`src/rtl/stream_merger.sv`:
```
// Two-to-one valid/ready merger: bounded-burst round-robin arbitration into a registered master stream.
// Master identity is {source port, slave identity}; one cycle latency, one beat per cycle.
module stream_merger #(
  parameter int identity_width = 2,
  parameter int stream_width   = 32,
  parameter int max_burst      = 4
) (
  input  logic                      clock,
  input  logic                      reset,
  output logic                      axi_s_0_ready,
  input  logic                      axi_s_0_valid,
  input  logic [identity_width-1:0] axi_s_0_identity,
  input  logic [stream_width-1:0]   axi_s_0_stream,
  output logic                      axi_s_1_ready,
  input  logic                      axi_s_1_valid,
  input  logic [identity_width-1:0] axi_s_1_identity,
  input  logic [stream_width-1:0]   axi_s_1_stream,
  input  logic                      axi_m_ready,
  output logic                      axi_m_valid,
  output logic [identity_width:0]   axi_m_identity,
  output logic [stream_width-1:0]   axi_m_stream
);

  localparam int count_width = (max_burst < 1) ? 1 : $clog2(max_burst + 1);
  localparam logic [count_width-1:0] burst_limit = count_width'(max_burst);
  localparam logic [count_width-1:0] count_one   = count_width'(1);

  logic                      slot_free;
  logic                      grant_valid;
  logic                      grant_port;
  logic                      take;
  logic [identity_width-1:0] sel_identity;
  logic [stream_width-1:0]   sel_stream;

  logic                      last;
  logic                      holder_valid;
  logic                      holder_port;
  logic [count_width-1:0]    count;

  assign slot_free = !axi_m_valid || axi_m_ready;

  // The holder keeps a contended grant until its burst is used up, then the other port gets it.
  always_comb begin
    grant_valid = axi_s_0_valid || axi_s_1_valid;
    grant_port  = 1'b0;
    if (axi_s_0_valid && axi_s_1_valid) begin
      if (holder_valid && (count < burst_limit)) begin
        grant_port = holder_port;
      end else begin
        grant_port = !last;
      end
    end else begin
      grant_port = axi_s_1_valid;
    end
  end

  assign take          = !reset && slot_free && grant_valid;
  assign axi_s_0_ready = take && !grant_port;
  assign axi_s_1_ready = take && grant_port;

  assign sel_identity = grant_port ? axi_s_1_identity : axi_s_0_identity;
  assign sel_stream   = grant_port ? axi_s_1_stream   : axi_s_0_stream;

  always_ff @(posedge clock) begin
    if (reset) begin
      axi_m_valid    <= 1'b0;
      axi_m_identity <= '0;
      axi_m_stream   <= '0;
      last           <= 1'b1;
      holder_valid   <= 1'b0;
      holder_port    <= 1'b0;
      count          <= '0;
    end else if (take) begin
      axi_m_valid    <= 1'b1;
      axi_m_identity <= {grant_port, sel_identity};
      axi_m_stream   <= sel_stream;
      last           <= grant_port;
      holder_valid   <= 1'b1;
      holder_port    <= grant_port;
      if (holder_valid && (holder_port == grant_port)) begin
        count <= (count >= burst_limit) ? burst_limit : count + count_one;
      end else begin
        count <= count_one;
      end
    end else begin
      // Any cycle without a transfer ends the current burst.
      if (slot_free) begin
        axi_m_valid <= 1'b0;
      end
      holder_valid <= 1'b0;
      count        <= '0;
    end
  end

endmodule
```
`config.mk`:
```
export PLATFORM = sky130hd
export DESIGN_NAME = stream_merger
export DESIGN_NICKNAME = d
export VERILOG_FILES = /design/src/rtl/stream_merger.sv
export SDC_FILE = /design/constraint.sdc
export NUM_CORES = 1
export LEC_CHECK = 0
export BUFFER_PORTS_ARGS = -buffer_cell sky130_fd_sc_hd__buf_2
export CAP_MARGIN = 20
export CELL_PAD_IN_SITES_DETAIL_PLACEMENT = 1
export CELL_PAD_IN_SITES_GLOBAL_PLACEMENT = 1
export CORE_ASPECT_RATIO = 1.2
export CORE_MARGIN = 2
export CORE_UTILIZATION = 33
export CTS_BUF_LIST = sky130_fd_sc_hd__clkbuf_8
export DETAILED_ROUTE_END_ITERATION = 8
export PLACE_DENSITY_LB_ADDON = 0.25
export SYNTH_ARGS = -nofsm -noshare
export SYNTH_HDL_FRONTEND = slang
export SYNTH_SLANG_ARGS = --single-unit
```
`constraint.sdc`:
```
create_clock -name clock -period 3.73 [get_ports clock]
set_input_delay 0.1865 -clock clock [delete_from_list [all_inputs] [get_ports clock]]
set_output_delay 0.1865 -clock clock [all_outputs]
set_load 0.01 [all_outputs]
```
==> results.sh, run 1 <==
export IMPL_grt_pass1_vias=2277
export IMPL_synthCells=239
export IMPL_crit_path_max_fanout=24
export IMPL_synth_simple_gate_area_frac=0.322
export IMPL_nNetsFinal=409
export IMPL_rsz0062_at_grt="false"
export IMPL_dp_hpwl_um=4580
export IMPL_wl_per_cell_um=15.9
export IMPL_grt_max_degree=41
export IMPL_peakVddDrop_uv=130
export IMPL_wl_um=6610
export IMPL_synth_mux_area_frac=0
export IMPL_grtUsageTotal=0.209
export IMPL_worstSetupStartpointType="register"
export IMPL_vias=2151
export IMPL_ys_seq_elements=41
export IMPL_placed_cell_area_sq_mm=0.00248
export IMPL_hp_class="primary input to register"
export IMPL_detail_route_antenna_nets=0
export IMPL_ff_latch_area_sq_um=821
export IMPL_finClkSkew_ps=11.0
export IMPL_die_w_um=73.8
export IMPL_relSlewSlack=0.390
export IMPL_num_antenna_cells=0
export IMPL_cts_tree="yes"
export IMPL_grt_pass1_wl_um=10600
export IMPL_synth_distinct_cells=33
export IMPL_synth_top_cell_area_share=0.425
export IMPL_antenna_found_initial=0
export IMPL_drc=0
export IMPL_syn_area_per_cell_sq_um=8.08
export IMPL_chipHeight_um=87.8
export IMPL_setup_viol=0
export IMPL_synth_fp_nets=314
export IMPL_yosys_area_top_type="dfxtp_1"
export IMPL_synth_xor_area_frac=0
export IMPL_crit_path_end_kind="output port"
export IMPL_cts_root_buffer="clkbuf_8"
export IMPL_area_growth_pct=33.6
export IMPL_boundaryPins=111
export IMPL_tightest_slew_ps=915
export IMPL_synth_edf_count=0
export IMPL_synthAdderAreaFrac=0.0130
export IMPL_start_util=0.341
export IMPL_cts_sinks=41
export IMPL_synth_compound_area_share=0.154
export IMPL_fillCellCount=716
export IMPL_gp_congestion=0.772
export IMPL_dieArea_sq_mm=0.00648
export IMPL_synth_flop_cell="dfxtp_1"
export IMPL_hold_viol=0
export IMPL_power_total_mw=1.01
export IMPL_io_buffers=110
export IMPL_leakagePower_nw=1.12
export IMPL_critPathKind="register to output port"
export IMPL_min_period_ps=2330
export IMPL_yosysWarnings=0
export IMPL_fmax_mhz=429
export IMPL_design_area_sq_mm=0.00258
export IMPL_ys_seq_area_frac=0.425
export IMPL_cp_required_ps=3540
export IMPL_yosys_top_cells_count="dfxtp_1, a31oi_1, nand2_1, nand3_1, nand4_1"
export IMPL_synth_area_top_cells="dfxtp_1, a31oi_1, nand4_1"
export IMPL_htreeDepth=2
export IMPL_cts_resized=0
export IMPL_clk_insertion_delay_late_ps=290
export IMPL_layout_drive_gt1_share=0.385
export IMPL_drt_iter0_drc=99
export IMPL_p_per_area_mw_per_mm2=393
export IMPL_arrival_ps=2150
export IMPL_gr_total_overflow=0
export IMPL_cts_buffer_depth=2
export IMPL_fin_crit_sh=0.625
export IMPL_holdBufCountCts=0
export IMPL_coreArea_sq_mm=0.00567
export IMPL_cts_made_buffers=5
export IMPL_rows=30
export IMPL_post_cts_buffers=0
export IMPL_status="finished clean"
export IMPL_syn_area_sq_mm=0.00193
export IMPL_viasPerCell=5.18
export IMPL_synth_top_family_by_area="simple AND/OR/NAND/NOR gates"
export IMPL_setup_tns_ps=0
export IMPL_multiInputGateArea_sq_um=947
export IMPL_synthArstFlopShare=0
export IMPL_drt_pass1_iterations=4
export IMPL_maxCapViolCount=0
export IMPL_clk_pin_slew_ps=80
export IMPL_slew_viol_final=0
export IMPL_yosysMostFrequentCell="dfxtp_1"
==> final timing paths <==
| check | startpoint | endpoint | slack, ps | cells after the start |
|---|---|---|---|---|
| worst min-delay path | axi_s_0_stream[2] | axi_m_stream[2] | 150 | 3 |
| worst max-delay path | count[2] | axi_s_1_ready | 1400 | 5 |
| worst min register to register | axi_m_stream[18] | axi_m_stream[18] | 480 | 2 |
| worst max register to register | count[2] | axi_m_stream[20] | 1750 | 5 |
==> metal layers <==
| metal | up-vias | track usage | wire [um] |
|---|---|---|---|
| met1 | 1004 | 0.254 | 2880 |
| met2 | 70 | 0.373 | 3360 |
| met5 | - | 0 | 0 |
| li1 | 1075 | - | - |
| met3 | 2 | 0.0449 | 335 |
| met4 | 0 | 0.0496 | 32 |
==> worst max-delay path, cell delays in order (launching register included) <==
cell	delay (ps)
dfxtp_1	480
nor2b_1	110
o211ai_2	470
buf_4	380
and3_1	250
buf_2	150
==> cell families (layout without fill, tap and decap cells) <==
kind of cell,Yosys count,in the layout
buffers and inverters,32,128
AND/OR/NAND/NOR,120,120
adder cells (fa/ha/maj),2,2
flip-flops,41,41
AO/OA/AOI/OAI,44,44
==> power breakdown <==
group          internal, mW  switching (mW)
Sequential            0.468          0.0194
Clock                 0.167           0.155
Combinational        0.0828           0.122
==> state kept, by name (all words and copies together), names as in the netlist <==
| register | cells |
|---|---|
| holder_valid | 1 |
| axi_m_stream | 32 |
| count | 3 |
| axi_m_identity | 3 |
| axi_m_valid | 1 |
| last | 1 |
==> stage by stage <==
step                      hold WS, ps  utilization  instances  setup WS, ps
final                             150        0.455        415          1400
after global routing              149        0.455        415          1240
after CTS                         145        0.455        415          1380
after detailed placement          462        0.438        407          1510
after global placement            457        0.438        407          1550
after floorplan                   348            -        239          2240
==> cell type report <==
class                           count  area share
Multi-Input combinational cell    166       0.367
Clock inverter                      1     0.00194
Timing Repair Buffer              115       0.228
Inverter                            5     0.00921
Tap cell                           80      0.0388
Sequential cell                    41       0.318
Clock buffer                        7      0.0373
==> layout by cell type (no fill, tap or decap), drive strengths merged, types with 2 or more instances in the layout <==
master    n
nor2b     2
dfxtp    41
nand3    34
clkbuf    7
buf     115
ha        2
and3      3
nor2      6
nand4    34
clkinv    2
nand2    34
inv       4
a31oi    34
o211ai    2
No activity file was read; power rests on OpenSTA's default activity.
==> inputs of run 2 (changes only) <==
- CORE_UTILIZATION: 33 -> 28
- clock period: 3.73 -> 1.9 ns (I/O delays scaled with it)
==> run 2 against run 1 <==
Critical path depth unchanged. Largest cell class unchanged. Sequential power rose by 96%. Sequential cell count stayed put. Die area rose by 17%. Combinational power up 110%. Cell area is 4.0% higher. Register-to-register slack got worse by 1400 ps. Critical path type unchanged.
==> results.sh, run 2 (synthesized netlist as in run 1, its figures left out) <==
export IMPL_arrival_ps=1650
export IMPL_gr_total_overflow=0
export IMPL_fmax_mhz=572
export IMPL_num_antenna_cells=0
export IMPL_start_util=0.285
export IMPL_cts_root_buffer="clkbuf_8"
export IMPL_crit_path_end_kind="output port"
export IMPL_coreArea_sq_mm=0.00677
export IMPL_grtUsageTotal=0.184
export IMPL_drt_iter0_drc=66
export IMPL_viasPerCell=5.21
export IMPL_layout_drive_gt1_share=0.398
export IMPL_leakagePower_nw=1.17
export IMPL_grt_max_degree=29
export IMPL_hold_viol=0
export IMPL_vias=2234
export IMPL_critPathMaxStageDelay_ps=480
export IMPL_grt_pass1_vias=2216
export IMPL_status="finished clean"
export IMPL_finClkSkew_ps=8.59
export IMPL_place_ws_ps=304
export IMPL_post_cts_buffers=0
export IMPL_final_common_cell="buf_2"
export IMPL_relSlewSlack=0.670
export IMPL_path_cells="nor2b_1, o31a_1, buf_4, and2_1, buf_2"
export IMPL_path_delay_family="flip-flops"
export IMPL_top_regs="axi_m_stream x32, axi_m_identity x3, count x3"
export IMPL_cts_made_buffers=5
export IMPL_cpMaxStageDelayCell="dfxtp_1"
export IMPL_area_growth_pct=38.9
export IMPL_slew_viol_final=0
export IMPL_hp_class="primary input to register"
export IMPL_cts_tree="yes"
export IMPL_gp_congestion=0.691
export IMPL_detail_route_antenna_nets=0
export IMPL_antenna_found_initial=0
export IMPL_cts_buffer_depth=2
export IMPL_htreeDepth=2
export IMPL_r2r_cells=5
export IMPL_setup_viol=0
export IMPL_die_w_um=79.8
export IMPL_worstSetupStartpointType="register"
export IMPL_wl_per_cell_um=16.5
export IMPL_clk_insertion_delay_late_ps=290
export IMPL_io_buffers=110
export IMPL_peakVddDrop_uv=376
export IMPL_min_period_ps=1750
export IMPL_cts_sinks=41
export IMPL_endpoint="axi_s_0_ready"
export IMPL_grt_pass1_wl_um=10900
export IMPL_crit_start="count[2]"
export IMPL_p_per_area_mw_per_mm2=793
export IMPL_rr_endpoint="axi_m_stream[19]"
export IMPL_crit_path_max_fanout=16
export IMPL_rsz0062_at_grt="false"
export IMPL_setup_tns_ps=0
export IMPL_r2r_start="count[2]"
export IMPL_fin_crit_sh=0.920
export IMPL_design_area_sq_mm=0.00268
export IMPL_fillCellCount=894
export IMPL_cp_required_ps=1800
export IMPL_clk_pin_slew_ps=90
export IMPL_power_total_mw=2.13
export IMPL_critPathBufInv=2
export IMPL_largest_register_ff_count=32
export IMPL_wl_um=7070
export IMPL_ff_latch_area_sq_um=821
export IMPL_drt_pass1_iterations=4
export IMPL_path_depth=5
export IMPL_multiInputGateArea_sq_um=948
export IMPL_nNetsFinal=416
export IMPL_rrSetupSlack_ps=360
export IMPL_max_flop_register="axi_m_stream"
export IMPL_chipHeight_um=95.0
export IMPL_boundaryPins=111
export IMPL_critPathKind="register to output port"
export IMPL_dp_hpwl_um=5010
export IMPL_placed_cell_area_sq_mm=0.00257
export IMPL_dieArea_sq_mm=0.00758
export IMPL_tightest_slew_ps=495
export IMPL_final_cell_mix="buf_2, dfxtp_1"
export IMPL_rows=33
export IMPL_layout_setup_ws_ps=153
export IMPL_maxCapViolCount=0
export IMPL_drc=0
==> run 2: routing by layer <==
layer,track usage,wire length [um]
met4,0.0410,54
met1,0.228,3060
met3,0.0354,343
met5,0,0
met2,0.329,3620
==> run 2: repair_timing <==
action / 4_1_cts / 5_1_grt
setup endpoints to repair: 0 / 1
resized for setup: 0 / 1
hold buffers: 0 / 0
==> run 2: through the flow <==
step / cells / utilization / hold WS, ps
after global placement: 421 / 0.379 / 361
after CTS: 429 / 0.396 / 56.2
after detailed placement: 421 / 0.379 / 371
after floorplan: 239 / - / 257
final: 429 / 0.396 / 59.7
after global routing: 429 / 0.396 / 59.0
==> run 2: where the power goes <==
group          leakage, nW  internal (mW)  total, mW  switching [mW]
Clock               0.0626          0.424      0.741           0.317
Combinational        0.770          0.182      0.432           0.249
Sequential           0.336          0.918      0.954          0.0362
==> run 2: worst register-to-register path, stage by stage (launching register included) <==
cell,delay [ps]
dfxtp_1,480
nor2b_1,120
o211ai_2,210
buf_4,310
nand4_1,160
a31oi_1,190
==> run 2: cell type report <==
type	instances	area share
multi-input combinational	166	0.353
sequential	41	0.306
timing repair buffer	122	0.248
tap	87	0.0406
clock buffer	6	0.0308
clock inverter	2	0.0126
inverter	5	0.00886
==> run 2: how the worst min path moves through the flow <==
stage,startpoint,end,cells after the start
2_1_floorplan,axi_s_0_identity[0],axi_m_identity[0],2
3_3_place_gp,axi_s_0_identity[1],axi_m_identity[1],3
3_5_place_dp,axi_s_0_stream[17],axi_m_stream[17],3
6_report,axi_s_0_stream[17],axi_m_stream[17],3
4_1_cts,axi_s_0_stream[17],axi_m_stream[17],3
5_1_grt,axi_s_0_stream[26],axi_m_stream[26],3
